===== config.mk =====
export PLATFORM = sky130hd
export DESIGN_NAME = mips_mc_ctrl_flat
export DESIGN_NICKNAME = d
export VERILOG_FILES = /design/src/rtl/mips_mc_ctrl_pkg.sv /design/src/rtl/mips_mc_ctrl_if.sv /design/src/rtl/mips_mc_ctrl_decode.sv /design/src/rtl/mips_mc_ctrl.sv /design/src/flat_wrapper.sv
export SDC_FILE = /design/constraint.sdc
export NUM_CORES = 1
export LEC_CHECK = 0
export CORE_ASPECT_RATIO = 1.1
export CORE_MARGIN = 1.5
export CORE_UTILIZATION = 39
export DETAILED_ROUTE_END_ITERATION = 8
export GPL_ROUTABILITY_DRIVEN = 0
export PLACE_DENSITY_LB_ADDON = 0.12
export SETUP_SLACK_MARGIN = 0.4
export SLEW_MARGIN = 25
export SYNTH_ARGS = -nofsm -noshare
export SYNTH_HDL_FRONTEND = slang
export SYNTH_HIERARCHICAL = 1
export SYNTH_SLANG_ARGS = --single-unit
export TNS_END_PERCENT = 1

===== constraint.sdc =====
create_clock -name clk -period 2.57 [get_ports clk]
set_input_delay 0.514 -clock clk [delete_from_list [all_inputs] [get_ports clk]]
set_output_delay 0.514 -clock clk [all_outputs]
set_load 0.02 [all_outputs]

===== src/rtl/mips_mc_ctrl_pkg.sv =====
// Shared encodings for the multi-cycle MIPS controller: opcodes, functs,
// datapath select codes, FSM states and the decoded instruction class.
package mips_mc_ctrl_pkg;

  localparam logic [5:0] OP_RTYPE = 6'h00;
  localparam logic [5:0] OP_J     = 6'h02;
  localparam logic [5:0] OP_JAL   = 6'h03;
  localparam logic [5:0] OP_BEQ   = 6'h04;
  localparam logic [5:0] OP_ORI   = 6'h0D;
  localparam logic [5:0] OP_LUI   = 6'h0F;
  localparam logic [5:0] OP_LW    = 6'h23;
  localparam logic [5:0] OP_SW    = 6'h2B;

  localparam logic [5:0] FN_JR    = 6'h08;
  localparam logic [5:0] FN_ADDU  = 6'h21;
  localparam logic [5:0] FN_SUBU  = 6'h23;

  localparam logic [2:0] ALU_ADD  = 3'd0;
  localparam logic [2:0] ALU_SUB  = 3'd1;
  localparam logic [2:0] ALU_OR   = 3'd2;
  localparam logic [2:0] ALU_LUI  = 3'd3;

  localparam logic [1:0] PCSEL_PC4    = 2'd0;
  localparam logic [1:0] PCSEL_BRANCH = 2'd1;
  localparam logic [1:0] PCSEL_JUMP   = 2'd2;
  localparam logic [1:0] PCSEL_RS     = 2'd3;

  localparam logic [1:0] DST_RT = 2'd0;
  localparam logic [1:0] DST_RD = 2'd1;
  localparam logic [1:0] DST_RA = 2'd2;

  localparam logic [1:0] WD_ALU = 2'd0;
  localparam logic [1:0] WD_MDR = 2'd1;
  localparam logic [1:0] WD_PC  = 2'd2;

  typedef enum logic [2:0] {
    ST_FETCH  = 3'd0,
    ST_DECODE = 3'd1,
    ST_EXEC   = 3'd2,
    ST_MEM    = 3'd3,
    ST_WB     = 3'd4
  } state_e;

  // One-hot instruction class; all-zero means unsupported encoding.
  typedef struct packed {
    logic addu;
    logic subu;
    logic jr;
    logic ori;
    logic lui;
    logic lw;
    logic sw;
    logic beq;
    logic j;
    logic jal;
  } iclass_t;

  // Full set of controller outputs, so reset gating is a single assignment.
  typedef struct packed {
    logic       ir_we;
    logic       pc_we;
    logic [1:0] pc_sel;
    logic       reg_we;
    logic [1:0] reg_dst;
    logic [1:0] wd_sel;
    logic       alu_src;
    logic       sign_ext;
    logic [2:0] alu_ctrl;
    logic       mem_we;
    logic       instr_done;
    logic       illegal;
  } ctl_t;

endpackage


===== src/rtl/mips_mc_ctrl_if.sv =====
// Controller <-> datapath bundle: IR fields and ALU flag in, control out.
interface mips_mc_ctrl_if;
  logic [5:0] op;
  logic [5:0] func;
  logic       zero;
  logic       ir_we;
  logic       pc_we;
  logic [1:0] pc_sel;
  logic       reg_we;
  logic [1:0] reg_dst;
  logic [1:0] wd_sel;
  logic       alu_src;
  logic       sign_ext;
  logic [2:0] alu_ctrl;
  logic       mem_we;
  logic       instr_done;
  logic       illegal;

  modport master (
    input  op, func, zero,
    output ir_we, pc_we, pc_sel, reg_we, reg_dst, wd_sel,
           alu_src, sign_ext, alu_ctrl, mem_we, instr_done, illegal
  );

  modport slave (
    output op, func, zero,
    input  ir_we, pc_we, pc_sel, reg_we, reg_dst, wd_sel,
           alu_src, sign_ext, alu_ctrl, mem_we, instr_done, illegal
  );
endinterface


===== src/rtl/mips_mc_ctrl_decode.sv =====
// Combinational op/func -> one-hot instruction class plus illegal flag.
module mips_mc_decode
  import mips_mc_ctrl_pkg::*;
(
  input  logic [5:0] op,
  input  logic [5:0] func,
  output iclass_t    cls,
  output logic       is_illegal
);

  // Classify the IR; anything not matched leaves cls all-zero.
  always_comb begin
    cls = '0;
    case (op)
      OP_RTYPE: begin
        case (func)
          FN_ADDU: cls.addu = 1'b1;
          FN_SUBU: cls.subu = 1'b1;
          FN_JR:   cls.jr   = 1'b1;
          default: ;
        endcase
      end
      OP_J:    cls.j   = 1'b1;
      OP_JAL:  cls.jal = 1'b1;
      OP_BEQ:  cls.beq = 1'b1;
      OP_ORI:  cls.ori = 1'b1;
      OP_LUI:  cls.lui = 1'b1;
      OP_LW:   cls.lw  = 1'b1;
      OP_SW:   cls.sw  = 1'b1;
      default: ;
    endcase
    is_illegal = (cls == '0);
  end

endmodule


===== src/rtl/mips_mc_ctrl.sv =====
// Multi-cycle MIPS control FSM: FETCH/DECODE/EXEC/MEM/WB with parametrised
// instruction- and data-memory wait states.
module mips_mc_ctrl
  import mips_mc_ctrl_pkg::*;
#(
  parameter int IMEM_WAIT = 0,
  parameter int DMEM_WAIT = 0,
  parameter int CNT_W     = 4
) (
  input  logic           clk,
  input  logic           reset,
  mips_mc_ctrl_if.master bus
);

  localparam logic [CNT_W-1:0] IMEM_LIM = IMEM_WAIT[CNT_W-1:0];
  localparam logic [CNT_W-1:0] DMEM_LIM = DMEM_WAIT[CNT_W-1:0];

  state_e           state_q, state_d;
  logic [CNT_W-1:0] cnt_q, cnt_d;
  iclass_t          cls;
  logic             is_illegal;
  ctl_t             ctl_raw, ctl;

  mips_mc_decode u_dec (
    .op         (bus.op),
    .func       (bus.func),
    .cls        (cls),
    .is_illegal (is_illegal)
  );

  // State register and wait counter.
  always_ff @(posedge clk or negedge reset) begin
    if (!reset) begin
      state_q <= ST_FETCH;
      cnt_q   <= '0;
    end else begin
      state_q <= state_d;
      cnt_q   <= cnt_d;
    end
  end

  // Next state; counter runs only while a memory wait is pending and
  // restarts from zero on any state change.
  always_comb begin
    state_d = state_q;
    cnt_d   = cnt_q;
    case (state_q)
      ST_FETCH: begin
        if (cnt_q == IMEM_LIM) state_d = ST_DECODE;
        else                   cnt_d   = cnt_q + CNT_W'(1);
      end
      ST_DECODE: begin
        if (cls.j || cls.jal || cls.jr || is_illegal) state_d = ST_FETCH;
        else                                          state_d = ST_EXEC;
      end
      ST_EXEC: begin
        if (cls.lw || cls.sw) state_d = ST_MEM;
        else if (cls.beq)     state_d = ST_FETCH;
        else                  state_d = ST_WB;
      end
      ST_MEM: begin
        if (cnt_q == DMEM_LIM) state_d = cls.sw ? ST_FETCH : ST_WB;
        else                   cnt_d   = cnt_q + CNT_W'(1);
      end
      ST_WB:   state_d = ST_FETCH;
      default: state_d = ST_FETCH;
    endcase
    if (state_d != state_q) cnt_d = '0;
  end

  // Output decode from state x class; ALU controls stay at their EXEC value
  // through MEM and WB since op/func are stable for the whole instruction.
  always_comb begin
    ctl_raw = '0;
    case (state_q)
      ST_FETCH: begin
        if (cnt_q == IMEM_LIM) begin
          ctl_raw.ir_we  = 1'b1;
          ctl_raw.pc_we  = 1'b1;
          ctl_raw.pc_sel = PCSEL_PC4;
        end
      end
      ST_DECODE: begin
        if (cls.j || cls.jal) begin
          ctl_raw.pc_we      = 1'b1;
          ctl_raw.pc_sel     = PCSEL_JUMP;
          ctl_raw.instr_done = 1'b1;
          if (cls.jal) begin
            ctl_raw.reg_we  = 1'b1;
            ctl_raw.reg_dst = DST_RA;
            ctl_raw.wd_sel  = WD_PC;
          end
        end else if (cls.jr) begin
          ctl_raw.pc_we      = 1'b1;
          ctl_raw.pc_sel     = PCSEL_RS;
          ctl_raw.instr_done = 1'b1;
        end else if (is_illegal) begin
          ctl_raw.illegal    = 1'b1;
          ctl_raw.instr_done = 1'b1;
        end
      end
      ST_EXEC, ST_MEM, ST_WB: begin
        ctl_raw.alu_src  = cls.ori || cls.lui || cls.lw || cls.sw;
        ctl_raw.sign_ext = cls.lw || cls.sw;
        if (cls.subu || cls.beq) ctl_raw.alu_ctrl = ALU_SUB;
        else if (cls.ori)        ctl_raw.alu_ctrl = ALU_OR;
        else if (cls.lui)        ctl_raw.alu_ctrl = ALU_LUI;
        else                     ctl_raw.alu_ctrl = ALU_ADD;
        case (state_q)
          ST_EXEC: begin
            if (cls.beq) begin
              ctl_raw.pc_sel     = PCSEL_BRANCH;
              ctl_raw.pc_we      = bus.zero;
              ctl_raw.instr_done = 1'b1;
            end
          end
          ST_MEM: begin
            if (cnt_q == DMEM_LIM && cls.sw) begin
              ctl_raw.mem_we     = 1'b1;
              ctl_raw.instr_done = 1'b1;
            end
          end
          default: begin
            ctl_raw.reg_we     = 1'b1;
            ctl_raw.instr_done = 1'b1;
            ctl_raw.reg_dst    = (cls.addu || cls.subu) ? DST_RD : DST_RT;
            ctl_raw.wd_sel     = cls.lw ? WD_MDR : WD_ALU;
          end
        endcase
      end
      default: ;
    endcase
  end

  // Everything is held low while reset is asserted, including the
  // FETCH-cycle enables that the reset state would otherwise produce.
  always_comb begin
    ctl = reset ? ctl_raw : '0;
    bus.ir_we      = ctl.ir_we;
    bus.pc_we      = ctl.pc_we;
    bus.pc_sel     = ctl.pc_sel;
    bus.reg_we     = ctl.reg_we;
    bus.reg_dst    = ctl.reg_dst;
    bus.wd_sel     = ctl.wd_sel;
    bus.alu_src    = ctl.alu_src;
    bus.sign_ext   = ctl.sign_ext;
    bus.alu_ctrl   = ctl.alu_ctrl;
    bus.mem_we     = ctl.mem_we;
    bus.instr_done = ctl.instr_done;
    bus.illegal    = ctl.illegal;
  end

endmodule


===== src/flat_wrapper.sv =====
// flat-port wrapper written by rule: the top's interface ports become plain ports
module mips_mc_ctrl_flat import mips_mc_ctrl_pkg::*;
#(
  parameter int IMEM_WAIT = 0,
  parameter int DMEM_WAIT = 0,
  parameter int CNT_W     = 4
)
  (clk, reset, bus_op, bus_func, bus_zero, bus_ir_we, bus_pc_we, bus_pc_sel, bus_reg_we, bus_reg_dst, bus_wd_sel, bus_alu_src, bus_sign_ext, bus_alu_ctrl, bus_mem_we, bus_instr_done, bus_illegal);
  mips_mc_ctrl_if bus_i ();
  input  logic clk;
  input  logic reset;
  input wire logic [$bits(bus_i.op)-1:0] bus_op;
  input wire logic [$bits(bus_i.func)-1:0] bus_func;
  input wire logic [$bits(bus_i.zero)-1:0] bus_zero;
  output wire logic [$bits(bus_i.ir_we)-1:0] bus_ir_we;
  output wire logic [$bits(bus_i.pc_we)-1:0] bus_pc_we;
  output wire logic [$bits(bus_i.pc_sel)-1:0] bus_pc_sel;
  output wire logic [$bits(bus_i.reg_we)-1:0] bus_reg_we;
  output wire logic [$bits(bus_i.reg_dst)-1:0] bus_reg_dst;
  output wire logic [$bits(bus_i.wd_sel)-1:0] bus_wd_sel;
  output wire logic [$bits(bus_i.alu_src)-1:0] bus_alu_src;
  output wire logic [$bits(bus_i.sign_ext)-1:0] bus_sign_ext;
  output wire logic [$bits(bus_i.alu_ctrl)-1:0] bus_alu_ctrl;
  output wire logic [$bits(bus_i.mem_we)-1:0] bus_mem_we;
  output wire logic [$bits(bus_i.instr_done)-1:0] bus_instr_done;
  output wire logic [$bits(bus_i.illegal)-1:0] bus_illegal;
  assign bus_i.op = bus_op;
  assign bus_i.func = bus_func;
  assign bus_i.zero = bus_zero;
  assign bus_ir_we = bus_i.ir_we;
  assign bus_pc_we = bus_i.pc_we;
  assign bus_pc_sel = bus_i.pc_sel;
  assign bus_reg_we = bus_i.reg_we;
  assign bus_reg_dst = bus_i.reg_dst;
  assign bus_wd_sel = bus_i.wd_sel;
  assign bus_alu_src = bus_i.alu_src;
  assign bus_sign_ext = bus_i.sign_ext;
  assign bus_alu_ctrl = bus_i.alu_ctrl;
  assign bus_mem_we = bus_i.mem_we;
  assign bus_instr_done = bus_i.instr_done;
  assign bus_illegal = bus_i.illegal;
  mips_mc_ctrl #(.IMEM_WAIT(IMEM_WAIT), .DMEM_WAIT(DMEM_WAIT), .CNT_W(CNT_W)) u_core (.clk(clk), .reset(reset), .bus(bus_i));
endmodule

### Yosys cells after proc, flatten, opt, wreduce, memory -nomap -nowiden

Cells that the tools add are included.

* bits in registers: 7
* output and inout port bits: 17
* word-level logic and storage cells: 88

* add/sub/neg operators: 1
* eq/ne operators: 16
* mux-type cells: 50
* reductions and logical operators: 19

Operator list (number)
* two-way mux 3 bit: 12
* equality test 6 bit (second input constant): 4
* two-way mux 1 bit: 20
* equality test 6 x 4 -> 1 bit (second input constant): 3
* two-way mux 17 bit: 1
* two-way mux 4 bit: 4
* two-way mux 5 bit: 3
* equality test 6 x 2 -> 1 bit (second input constant): 2
* one-hot mux 3 bit (4 select lines): 1
* zero test 10 bit: 1
* one-hot mux 5 bit (2 select lines): 1
* logical OR 1 bit: 9
* one-hot mux 3 bit (3 select lines): 1
* two-way mux 2 bit: 4
* equality test 3 x 2 -> 1 bit (second input constant): 2
* equality test 6 x 3 -> 1 bit (second input constant): 1
* zero test 6 bit: 1
* two-way mux 6 bit: 1
* adder 4 x 1 -> 4 bit (second input constant): 1
* zero test 4 bit: 1
* one-hot mux 1 bit (2 select lines): 2
* OR reduction 2 bit: 2
* equality test 3 x 1 -> 1 bit (second input constant): 1
* equality test 3 bit (second input constant): 1
* 7 further kinds: 7

### Depth between registers and ports, before layout

Gate-level depths: netlist of run 1.

* depth after elaboration: 10
* depth in mapped cells: 6
* depth with buffers taken out: 6

### By module

Netlist of run 1, hierarchy kept.

Modules (own cells, without submodules)
* mips_mc_ctrl: instances 1, cells each 78, area each 659.4 um^2, seq. area each 175.2 um^2
* mips_mc_decode: instances 1, cells each 28, area each 201.4 um^2, seq. area each 0.0 um^2

### Worst setup path after synthesis of run 1

No wires, ideal clock.

* path kind: input to output
* start: input bus_op[3]
* end: output bus_instr_done
* arrival: 2.252 ns
* data required time: 2.056 ns
* setup slack: -0.196 ns
* cell stages on the path: 6
* path buffers: 0
* cell sequence: or4_4 -> nor4_4 -> a211oi_1 -> and4bb_2 -> o31a_1 -> or3_1

* word-level cells in the longest chain between the ends: 8
* elaborated cells between the ends (all ways): 27
* classes of those cells: eq/ne: 7; mux: 16; reduce/logical: 4

Ends and longest elaborated chain
* start, declared: RTL line flat_wrapper.sv:12 `input wire logic [$bits(bus_i.op)-1:0] bus_op;`
* equality test 6 x 2 -> 1 bit (tied with other cells): RTL line mips_mc_ctrl_decode.sv:14 `case (op)`
* two-way mux 1 bit or two-way mux 3 bit (tied branches): RTL line mips_mc_ctrl_decode.sv:14
* zero test 10 bit *: RTL line mips_mc_ctrl_decode.sv:32 `is_illegal = (cls == '0);`
* named net u_core.is_illegal: RTL line mips_mc_ctrl.sv:21 `logic is_illegal;`
* two-way mux 2 bit *: RTL line mips_mc_ctrl.sv:97 `end else if (is_illegal) begin`
* two-way mux 1 bit *: RTL line mips_mc_ctrl.sv:93 `end else if (cls.jr) begin`
* two-way mux 1 bit *: RTL line mips_mc_ctrl.sv:84 `if (cls.j || cls.jal) begin`
* one-hot mux 1 bit (2 select lines) *: RTL line mips_mc_ctrl.sv:75 `case (state_q)`
* two-way mux 17 bit *: RTL line mips_mc_ctrl.sv:138 `ctl = reset ? ctl_raw : '0;`
* end, declared: RTL line flat_wrapper.sv:25 `output wire logic [$bits(bus_i.instr_done)-1:0] bus_instr_done;`

The timed path passes the listed nets; every way through them passes the cells marked *.

### Worst setup path in the final report of run 1

Same ends and word-level chain as after synthesis.

==> key figures, run 1 <==
Run status
  – Outcome: finished, violations left
  – Failing checks: setup timing

Placed design
  – Detail Placement HPWL: 2.102 mm
  – # port buffers: 30
  – Place WS: -1275 ps
  – Area post-placement: 1404 sq um

Clock network
  – Max Root-Sink Buffers: 2
  – Root Driver: clkbuf_4
  – Worst-path clk slew: 50 ps
  – Clock sinks: 7
  – Total CTS buffers: 3
  – Cts hold-fix bufs: 0
  – H-tree levels: 1
  – CTS tree: done
  – Clock Latency Late Sink: 240 ps

Yosys
  – Post-Syn Area per Cell: 8.121 sq um
  – Number of flops mapped to enable cells by yosys: 0
  – Async set or reset register ratio after synthesis: 100.0%
  – Cell area after synthesis: 860.8 sq um
  – Area share of the leading cell type in the synthesized netlist: 20.35%
  – Synth warn: 6
  – Gate Count Post-Synth: 106
  – Mapped Nets: 123
  – Netlist cell types: 42
  – Synthesized flop and latch total: 7
  – Sequential share of the synthesized area: 20.35%
  – Area contributors post-synth: dfrtp_1 (20%), nor2_1 (6.1%), nor3b_1 (6.1%)
  – Synth area leader: dfrtp_1
  – Dominant synthesized flop cell: dfrtp_1

Power
  – VDD IR max: 315.4 uV
  – Total Power: 0.0005618 W
  – Lkg Pwr: 0.7073 nW
  – Pwr dens: 371.7 nW/um^2

Final layout
  – Commonest non-fill, non-tap cell in the layout: buf_4
  – Design Area, Final: 1511 sq um
  – Final-layout fill cell count: 171
  – ANT cells: 0
  – Layout area overhead: 75.58%
  – Final nets: 188
  – Most frequent cells in the layout: buf_4 (41), nor2_1 (12), dfrtp_1 (7)
  – Layout cell share with drive strength beyond 1: 47.65%

Timing
  – Setup violators final: 6
  – Hold Slack: 379.6 ps
  – Slew HR: 65.17%
  – Post-route clock period utilization: 116.9%
  – Clock skew: 1.207 ps
  – Worst-Margin Slew: 517.7 ps
  – Final WS setup: -435.5 ps
  – Maximum clock rate: 332.7 MHz
  – Period minus WS final: 3005 ps
  – Final Max Slew Viols: 0
  – RSZ-0062 raised after global routing: true
  – Hold Vio Cnt, Final: 0

Detailed routing
  – Initial DRC Count: 12
  – Remaining DRCs: 0
  – Drt via density: 5.227
  – Routed Antenna Nets: 0
  – WL final: 2.899 mm
  – First drt pass iteration count: 4
  – WL/cell: 14.64 um
  – Routed vias: 1035

GRT
  – Largest net degree at the start of global routing: 14
  – Vias in the first global route: 978
  – First-pass GRT wire length: 4.388 mm
  – Tot GR Track Use: 23.98%
  – Total gr overflow: 0
  – Antenna violations before repair: 0

Min path
  – Worst min path class: in2async

Die
  – Die span in x: 47.80 um
  – Initial core utilization: 42.16%
  – Die ar.: 2498 sq um
  – FP Rows: 17
  – # IOs: 32
  – Die Height: 52.28 um
  – Core area: 2042 sq um

Worst setup path
  – Critical path fanouts, max: 3
  – Slowest Stage Delay on Critical Path: 550 ps
  – Critical path launch point type: primary input
  – Cell Chain, Critical Path: buf_6 -> or4_4 -> nor4_4 -> a211oi_2 -> and4bb_2 -> o31a_1 -> or3_4 -> buf_6
  – Data arrival time of the worst path: 2490 ps
  – Reg-to-reg setup timing slack: 1060 ps
  – CP dominant cell by count: buf_6
  – Slowest-stage cell, CP: or4_4
  – Crit path required time: 2060 ps
  – Critical path class: in2out
  – Crit end category: output pin

Run
  – Maxcap violations: 0
[synth_stat cells (all sizes together), types with 2 or more instances]
cell    count
o31ai       2
nand2b      5
a21oi       3
nand3       3
ha          2
or3b        2
nor2b       3
nand3b      3
nor2       14
nor4        6
inv         5
nor3        6
and3        4
xor2        2
dfrtp       7
nor3b       7
and3b       2
nand2       2
and4bb      4
a211oi      2
buf         5
or3         2
[through the flow]
stage | TNS, ps | utilization, % | std cells
after floorplan | -380.2 | - | 106
after global placement | -11870 | 68.75 | 192
after detailed placement | -12330 | 68.75 | 192
after CTS | -2852 | 71.75 | 196
after global routing | -2019 | 74.02 | 198
final | -1454 | 74.02 | 198
[kinds of logic after synthesis]
logic type / share of synthesized area (%)
flops: 20.35
fa+ha+maj: 2.907
other cells: 0.4356
mux: 1.308
simple gates: 52.47
compound gates: 12.06
xor+xnor: 3.053
buf+inv: 7.413
[critical path, delay by kind of cell]
| family | cells | cell delay, ps |
|---|---|---|
| buf+inv | 2 | 230 |
| simple gates | 4 | 1350 |
| compound gates | 2 | 400 |
[state kept, by name, summed over array words and instances (netlist names)]
signal / count
u_core/cnt_q: 4
u_core/state_q: 3
[metal layers]
metal  part of all wire [%]  track usage, %  vias up  wire length, um
li1                       -               -      522                -
met1                     45           32.70      493             1293
met4                   0.62           2.703        0               18
met5                      0               0        -                0
met3                    2.6           4.138        2               75
met2                     52           40.00       18             1512
[final timing paths]
path	start	endpoint	cells after the start
min	reset	u_core/cnt_q[3]	2
max in group asynchronous	reset	u_core/cnt_q[1]	2
min in group clk	u_core/cnt_q[0]	u_core/cnt_q[0]	2
min reg2reg	u_core/cnt_q[0]	u_core/cnt_q[0]	2
max reg2reg	u_core/cnt_q[0]	u_core/state_q[0]	6
max	bus_op[3]	bus_instr_done	8
[power by group]
group	internal (W)	total, W	leakage, nW	switching (W)
clock network	0.0000591	0.0000973	0.0150	0.0000382
logic	0.000168	0.000311	0.597	0.000142
registers	0.000123	0.000154	0.0953	0.0000314
[final cells by class]
type                       count  area, sq um  area share, %
clock buffer                   4        26.28          1.738
inverter                       5        18.77          1.242
multi-input combinational     89        723.2          47.85
sequential                     7        175.2          11.59
tap                           28        35.03          2.318
timing repair buffer          65        533.0          35.26
[repair_timing]
item / CTS / global route
setup endpoints to repair: 17 / 16
gates resized for setup: 97 / 31
buffers inserted: 0 / 2
pin swaps: 8 / 14
No activity file was read; power rests on OpenSTA's default activity.
==> inputs of run 2 (changes only) <==
Settings changed: RECOVER_POWER set to 25, SKIP_LAST_GASP set to 1.
==> run 2 against run 1 <==
Compared with the run above:
- cell area down 2.2%
- clock power about the same
- the run still ends with setup timing left
- critical path depth stayed put
- die area stayed put
- final cell count decreased by 0.51%
- sequential power hardly changed
- maximum frequency rose by 0.56%
- first-iteration DRC count is 58% higher
- global-route usage down 0.89 points
- non-clock buffer count shrank 1
==> key figures, run 2 (same netlist as run 1, synthesis figures left out) <==
Run status
  – Outcome: finished, violations left
  – Failing checks: setup timing

Run
  – Maxcap violations: 0

Placed design
  – Detail Placement HPWL: 2.102 mm
  – Placed insts: 192
  – # port buffers: 30

Worst setup path
  – Crit path required time: 2060 ps
  – Critical path launch point type: primary input
  – Crit end category: output pin
  – Cell Chain, Critical Path: buf_6 -> or4_4 -> nor4_4 -> a211oi_2 -> and4bb_2 -> o31a_1 -> or3_4 -> buf_6
  – Critical path fanouts, max: 8
  – Slowest-stage cell, CP: or4_4
  – Data arrival time of the worst path: 2470 ps
  – CP Buf/Inv Count: 2
  – Reg2Reg Depth: 6
  – Slowest Stage Delay on Critical Path: 530 ps
  – Reg-to-reg setup timing slack: 1060 ps
  – CP top delay family: simple AND/OR/NAND/NOR gates
  – Critical path class: in2out
  – CP dominant cell by count: buf_6
  – Critical Path Stages: 8

Power
  – VDD IR max: 316.8 uV
  – Pwr dens: 376.4 nW/um^2
  – Total Power: 0.0005566 W
  – Lkg Pwr: 0.6991 nW

Min path
  – Worst min path class: reg2reg
  – WHS Path Cells: 2

Die
  – Initial core utilization: 42.16%
  – Die ar.: 2498 sq um
  – # IOs: 32
  – FP Rows: 17
  – Die span in x: 47.80 um
  – Die Height: 52.28 um
  – Core area: 2042 sq um

Final layout
  – ANT cells: 0
  – Largest Register: u_core/cnt_q
  – Final non-filler cell total: 197
  – Final-layout fill cell count: 167
  – Most frequent cells in the layout: buf_4 (33), nor2_1 (14), clkdlybuf4s50_1 (11)
  – Largest regs: u_core/cnt_q: 4 flops, u_core/state_q: 3 flops
  – Number of flip-flops in the largest register: 4
  – Footprint of the multi-input gates: 674.4 sq um
  – Layout area overhead: 71.80%
  – Final nets: 187
  – FF+latch area: 175.2 sq um
  – Layout cell share with drive strength beyond 1: 33.73%
  – Commonest non-fill, non-tap cell in the layout: buf_4

Detailed routing
  – Remaining DRCs: 0
  – Routed vias: 994
  – WL final: 2.589 mm
  – WL/cell: 13.14 um
  – Routed Antenna Nets: 0
  – Initial DRC Count: 19
  – First drt pass iteration count: 4
  – Drt via density: 5.046

Timing
  – Post-route clock period utilization: 116.3%
  – Final WS setup: -418.6 ps
  – Setup violators final: 16
  – Hold Vio Cnt, Final: 0
  – Clock skew: 1.869 ps
  – Slew HR: 59.37%
  – Maximum clock rate: 334.6 MHz
  – Worst-Margin Slew: 603.9 ps
  – Period minus WS final: 2989 ps
  – Final Max Slew Viols: 0
  – Hold Slack: 539.1 ps
  – RSZ-0062 raised after global routing: true

GRT
  – Vias in the first global route: 958
  – First-pass GRT wire length: 4.222 mm
  – Tot GR Track Use: 23.09%
  – Antenna violations before repair: 0
  – Total gr overflow: 0
  – Largest net degree at the start of global routing: 14

Clock network
  – Cts hold-fix bufs: 0
  – Root Driver: clkbuf_4
  – H-tree levels: 1
  – Max Root-Sink Buffers: 2
  – Total CTS buffers: 3
  – Clock sinks: 7
  – Worst-path clk slew: 50 ps
  – Clock Latency Late Sink: 250 ps
  – CTS tree: done
## run 2: cell count changes in the layout (fill, tap and decap cells not counted), sizes merged
cell / change
buf: -17
clkdlybuf4s50: +8
dlygate4sd2: +2
dlymetal6s2s: +1
dlygate4sd3: +1
clkdlybuf4s15: +2
clkbuf: +2
## run 2: worst min-delay path: cells and delay by family, from the launching register on
kind	cells	cell delay, ps
buf+inv	1	120
flops	1	340
simple gates	1	40
## run 2: worst paths after layout
path / startpoint / endpoint
setup reg to reg: u_core/cnt_q[0] / u_core/state_q[0]
hold / removal: u_core/cnt_q[0] / u_core/cnt_q[0]
max in group asynchronous: reset / u_core/state_q[2]
hold reg to reg: u_core/cnt_q[0] / u_core/cnt_q[0]
min in group asynchronous: reset / u_core/state_q[1]
setup / recovery: bus_op[2] / bus_instr_done
## run 2: final cells by class
type	count	area share (%)
flip-flops and latches	7	11.84
clock buffers	4	1.777
well taps	28	2.369
repair buffers	64	37.14
multi-input cells	89	45.60
inverters	5	1.269
## run 2: metrics by stage
step | instance area (sq um) | util, % | setup TNS [ps] | worst slack (ps)
2_1_floorplan | 865.8 | - | -380.2 | -160.7
3_3_place_gp | 1404 | 68.75 | -11870 | -1229
5_1_grt | 1479 | 72.43 | -5522 | -482.8
6_report | 1479 | 72.43 | -3998 | -418.6
4_1_cts | 1454 | 71.20 | -5679 | -565.8
3_5_place_dp | 1404 | 68.75 | -12330 | -1275
## run 2: per-layer routing
metal / vias up / track usage [%] / wire [um]
met3: 0 / 4.483 / 63
met1: 464 / 31.21 / 1225
met5: - / 0 / 0
li1: 518 / - / -
met2: 12 / 38.44 / 1301
met4: 0 / 2.703 / 0
## run 2: power by group
part | switching [W] | internal, W
registers | 0.0000304 | 0.000123
logic | 0.000136 | 0.000171
clock network | 0.0000382 | 0.0000591
total | 0.000204 | 0.000352
## run 2: repair_timing
item	CTS	global route
endpoints found under the hold margin	0	0
pin swaps	7	8
resized for setup	39	13
endpoints found under the setup margin	17	16
setup buffers	0	1
==> edit 1, RTL diff (settings of run 1) <==
`CNT_W` is set to 4 in 2 places; all go to 5.
--- a/src/rtl/mips_mc_ctrl.sv
+++ b/src/rtl/mips_mc_ctrl.sv
@@ -7,3 +7,3 @@
   parameter int DMEM_WAIT = 0,
-  parameter int CNT_W     = 4
+  parameter int CNT_W     = 5
 ) (
--- a/src/flat_wrapper.sv
+++ b/src/flat_wrapper.sv
@@ -5,3 +5,3 @@
   parameter int DMEM_WAIT = 0,
-  parameter int CNT_W     = 4
+  parameter int CNT_W     = 5
 )
Check against the original RTL: no difference found for any inputs over 10 cycles, from zero or initial values and one cycle with reset low; that may be too few to reach the edited logic, so the function may still have changed.
==> edit 1 against run 1 <==
  * The flow still finishes with violations (setup timing)
  * Highest routed layer unchanged
  * Power is 47% higher
  * Area after synthesis is 6.2% higher
  * Die area is 5.9% higher
  * Wire length is 7.6% higher
  * Core utilization is 2.1 points higher
  * Sequential cell count is 1 higher
  * Hold slack better by 0.18 ns
  * Sequential power is 18% higher
  * Design area is 12% higher
  * Worst setup slack better by 0.24 ns
  * Combinational power is 77% higher
==> edit 1: results (changes against run 1) <==
<table>
<tr><th>Metric</th><th>Value</th></tr>
<tr><th colspan="2">Synth</th></tr>
<tr><td>Syn Nets</td><td>132 (+7.3%)</td></tr>
<tr><td>Main area contributors after synthesis</td><td>dfrtp_1, nand2b_1, nor3_1, nor2_1, nor3b_1</td></tr>
<tr><td>Yosys cell types</td><td>45 (+7.1%)</td></tr>
<tr><td>Most numerous cell types in the synthesized netlist</td><td>nor2_1, nor3_1, dfrtp_1, nand2b_1</td></tr>
<tr><td>Post-synthesis instance total</td><td>115 (+8.5%)</td></tr>
<tr><td>Fraction of the yosys area taken by sequential cells</td><td>21.9% (+1.5 points)</td></tr>
<tr><th colspan="2">STA</th></tr>
<tr><td>Highest achievable clock rate</td><td>361 MHz (+8.6%)</td></tr>
<tr><td>Max Clock Skew</td><td>0.00439 ns (+0.00319 ns)</td></tr>
<tr><td>Setup TNS</td><td>-1.31 ns (+0.139 ns)</td></tr>
<tr><td>Post-route worst setup slack</td><td>-0.199 ns (+0.237 ns)</td></tr>
<tr><td>Number of setup violations in the final report</td><td>12 (+6)</td></tr>
<tr><th colspan="2">Min path</th></tr>
<tr><td>Hold Crit Class</td><td>flop to flop</td></tr>
<tr><th colspan="2">Global route</th></tr>
<tr><td>All-layer global routing usage</td><td>23.5% (-0.43 points)</td></tr>
<tr><td>First-pass GRT wire length</td><td>4.77 mm (+8.8%)</td></tr>
<tr><td>Number of global-route vias before repair</td><td>1090 (+11%)</td></tr>
<tr><th colspan="2">Placement</th></tr>
<tr><td>Placed cell area</td><td>1470 µm² (+4.5%)</td></tr>
<tr><td>Placement-stage worst setup slack</td><td>-0.984 ns (+0.291 ns)</td></tr>
<tr><td>Placed Instances</td><td>201 (+4.7%)</td></tr>
<tr><td>Final HPWL DP</td><td>2.15 mm (+2.1%)</td></tr>
<tr><th colspan="2">Worst setup path</th></tr>
<tr><td>Critical Path AT</td><td>2.25 ns (-0.24 ns)</td></tr>
<tr><td>Beginning of the critical path</td><td>bus_op[5]</td></tr>
<tr><th colspan="2">Route</th></tr>
<tr><td>Routed wire length</td><td>3.12 mm (+7.6%)</td></tr>
<tr><td>Via density per instance</td><td>5.45 (+4.3%)</td></tr>
<tr><td>Wire length per cell</td><td>14.9 µm (+1.9%)</td></tr>
<tr><th colspan="2">Finish</th></tr>
<tr><td>Top Registers</td><td>u_core/cnt_q: 5 flops, u_core/state_q: 3 flops</td></tr>
<tr><td>Layout cells sized above 1</td><td>50.8% (+3.2 points)</td></tr>
<tr><td>Final net count</td><td>198 (+5.3%)</td></tr>
<tr><th colspan="2">Pwr</th></tr>
<tr><td>Peak supply drop</td><td>0.491 mV (+56%)</td></tr>
<tr><td>Static leakage</td><td>0.750 nW (+6.1%)</td></tr>
<tr><th colspan="2">Outcome</th></tr>
<tr><td>Status</td><td>finished with violations</td></tr>
<tr><td>Violations in the final reports</td><td>setup timing</td></tr>
</table>
-- edit 1: timing repair --
item,in CTS,in global routing
buffers inserted,4,1
hold buffers,0,0
resized for setup,100,33
pin swaps,10,14
setup endpoints to repair,22,23
-- edit 1: routing by layer --
metal / wire, µm / track usage, % / vias to the layer above
met5: 0 / 0 / -
met2: 1620 / 42.6 / 31
met1: 1360 / 28.5 / 544
met4: 66 / 12.9 / 0
li1: - / - / 558
met3: 71 / 1.39 / 6
-- edit 1: worst max-delay path: stages --
cell and delay [ns]:
buf_6 0.09, or4_4 0.57, nor4_4 0.22, and3_4 0.27, nor3_4 0.05, a211o_1 0.29
a21oi_4 0.13, buf_6 0.12
-- edit 1: logic make-up after synthesis --
group,after synthesis,share of synthesized area [%]
AOI/OAI and AO/OA,20,17.0
xor gates and xnor gates,3,2.87
adders and majority gates,2,2.74
buffers and inverters,10,5.20
DFF,8,21.9
other,1,0.410
and+or+nand+nor,71,49.9
-- edit 1: power breakdown --
| part | switching, mW | internal (mW) | leakage (nW) |
|---|---|---|---|
| logic | 0.280 | 0.269 | 0.627 |
| registers | 0.0340 | 0.148 | 0.109 |
| clock network | 0.0413 | 0.0533 | 0.0138 |
| total | 0.355 | 0.471 | 0.750 |
-- edit 1: final timing paths --
kind                                endpoint  depth (start not counted)  slack, ns
max                                bus_pc_we                          8      -0.20
min                          u_core/cnt_q[0]                          2       0.56
max reg2reg                  u_core/cnt_q[4]                          7       0.76
min reg2reg                  u_core/cnt_q[0]                          2       0.56
max in group asynchronous    u_core/cnt_q[3]                          2       1.78
min in group asynchronous  u_core/state_q[2]                          2       0.64
-- edit 1: layout make-up --
type                            instances  area [µm²]
Inverter                                4        15.0
Tap cell                               30        37.5
Sequential cell                         8         200
Multi-Input combinational cell         97         856
Fill cell                             150         533
Clock buffer                            3        22.5
Timing Repair Buffer                   67         566
==> edit 2, RTL diff (config.mk and constraints of run 1) <==
Made on the original files. The 5 states of `state_e` get a one-hot encoding in 5 bits.
--- a/src/rtl/mips_mc_ctrl_pkg.sv
+++ b/src/rtl/mips_mc_ctrl_pkg.sv
@@ -35,8 +35,8 @@
 
-  typedef enum logic [2:0] {
-    ST_FETCH  = 3'd0,
-    ST_DECODE = 3'd1,
-    ST_EXEC   = 3'd2,
-    ST_MEM    = 3'd3,
-    ST_WB     = 3'd4
+  typedef enum logic [4:0] {
+    ST_FETCH  = 5'b00001,
+    ST_DECODE = 5'b00010,
+    ST_EXEC   = 5'b00100,
+    ST_MEM    = 5'b01000,
+    ST_WB     = 5'b10000
   } state_e;
Formal check against the unedited RTL: same outputs for any inputs over 10 cycles, from zero or initial values and one cycle with reset low; not proved beyond that.
==> edit 2 against run 1 <==
  * The flow still finishes with violations (setup timing)
  * Final cell count grew 14%
  * Power grew 25%
  * Wire length grew 12%
  * Area after synthesis grew 24%
  * Sequential cell count grew 2
  * Design area grew 16%
  * Sequential power grew 51%
  * Register-to-register slack gained 0.02 ns
  * Via count grew 19%
  * Worst setup slack gained 0.38 ns
  * Largest power group unchanged
==> edit 2: results (changes against run 1) <==
<table>
<tr><th>Metric</th><th>Value</th></tr>
<tr><th colspan="2">Global route</th></tr>
<tr><td>Maximum number of pins on one net before global-route repair</td><td>13 (-1)</td></tr>
<tr><td>First-pass GRT wire length</td><td>5.37 mm (+22%)</td></tr>
<tr><td>All-layer global routing usage</td><td>23.1% (-0.91 points)</td></tr>
<tr><th colspan="2">Route</th></tr>
<tr><td>Routed vias</td><td>1229 (+19%)</td></tr>
<tr><td>Routed wire length</td><td>3.26 mm (+12%)</td></tr>
<tr><th colspan="2">Synth</th></tr>
<tr><td>Fraction of the yosys area taken by sequential cells</td><td>21.3% (+0.95 points)</td></tr>
<tr><td>Most numerous cell types in the synthesized netlist</td><td>nor2_1, inv_1, dfrtp_1</td></tr>
<tr><td>Yosys cell types</td><td>48 (+14%)</td></tr>
<tr><td>Compound-Gate Fraction of Synth Area</td><td>14.4% (+2.3 points)</td></tr>
<tr><td>Syn Nets</td><td>147 (+20%)</td></tr>
<tr><td>Fraction of the mapped netlist area in adder cells</td><td>2.35% (-0.55 points)</td></tr>
<tr><th colspan="2">Placement</th></tr>
<tr><td>Placement-stage worst setup slack</td><td>-0.910 ns (+0.365 ns)</td></tr>
<tr><th colspan="2">Finish</th></tr>
<tr><td>Fill cells</td><td>212 (+24%)</td></tr>
<tr><td>Layout cells sized above 1</td><td>51.3% (+3.6 points)</td></tr>
<tr><td>Top Registers</td><td>u_core/state_q: 5 flops, u_core/cnt_q: 4 flops</td></tr>
<tr><th colspan="2">STA</th></tr>
<tr><td>Max Clock Skew</td><td>0.00127 ns (+0.0000629 ns)</td></tr>
<tr><td>Post-route worst setup slack</td><td>-0.0599 ns (+0.376 ns)</td></tr>
<tr><td>Number of setup violations in the final report</td><td>6 (unchanged)</td></tr>
<tr><th colspan="2">Clocking</th></tr>
<tr><td>Clock slew seen by the registers of the worst setup and hold paths</td><td>0.07 ns (+0.02 ns)</td></tr>
<tr><td>CTS resizes</td><td>122 (+26%)</td></tr>
<tr><td>Insertion delay to the later sink of the worst-skew pair</td><td>0.27 ns (+0.03 ns)</td></tr>
<tr><th colspan="2">Pwr</th></tr>
<tr><td>Sequential Power</td><td>0.232 mW (+51%)</td></tr>
<tr><td>Reported clock group power</td><td>0.116 mW (+19%)</td></tr>
<tr><td>Static leakage</td><td>0.779 nW (+10%)</td></tr>
<tr><td>Total internal power</td><td>0.402 mW (+15%)</td></tr>
<tr><td>Combinational gate power</td><td>0.356 mW (+14%)</td></tr>
<tr><th colspan="2">Worst setup path</th></tr>
<tr><td>Critical Path AT</td><td>2.12 ns (-0.37 ns)</td></tr>
<tr><th colspan="2">Outcome</th></tr>
<tr><td>Violations in the final reports</td><td>setup timing</td></tr>
<tr><td>Status</td><td>finished with violations</td></tr>
</table>
## edit 2: cell types whose count changed after synthesis, sizes merged, moves of 3 or more
cell | before | now
and3 | 4 | 7
nand4 | 0 | 5
and4bb | 4 | 0
nand2 | 2 | 6
nor2 | 14 | 25
inv | 5 | 9
nor3 | 6 | 2
nand3 | 3 | 6
nor2b | 3 | 0
## edit 2: layout make-up
| cell class | count | area [µm²] | area share [%] |
|---|---|---|---|
| clock buffers | 3 | 22.5 | 1.29 |
| clock inverters | 1 | 5.00 | 0.286 |
| inverters | 9 | 33.8 | 1.93 |
| multi-input cells | 105 | 868 | 49.6 |
| flip-flops and latches | 9 | 226 | 12.9 |
| well taps | 31 | 38.8 | 2.22 |
| repair buffers | 68 | 554 | 31.7 |
## edit 2: through the flow
step	setup TNS [ns]	cells	instance area [µm²]
floorplan	0	130	1070
global placement	-9.93	216	1580
detailed placement	-10.62	216	1580
CTS	-0.893	226	1700
global route	-0.827	226	1750
finish	-0.121	226	1750
## edit 2: path summary, 6_finish.rpt
kind / slack [ns] / startpoint / depth (start not counted) / endpoint
max in group asynchronous: 1.66 / reset / 3 / u_core/state_q[0]
hold / removal: 0.48 / u_core/cnt_q[0] / 1 / u_core/cnt_q[0]
setup / recovery: -0.06 / bus_op[2] / 8 / bus_pc_we
setup reg to reg: 1.08 / u_core/state_q[3] / 5 / u_core/state_q[0]
hold reg to reg: 0.48 / u_core/cnt_q[0] / 1 / u_core/cnt_q[0]
min in group asynchronous: 0.69 / reset / 3 / u_core/state_q[2]
## edit 2: per-layer routing
layer	vias up	share of wire [%]	global-route usage (%)
met5	-	0	0
met4	0	1.4	6.23
met3	6	4.7	4.90
met2	36	53	41.3
met1	592	41	27.5
li1	595	-	-
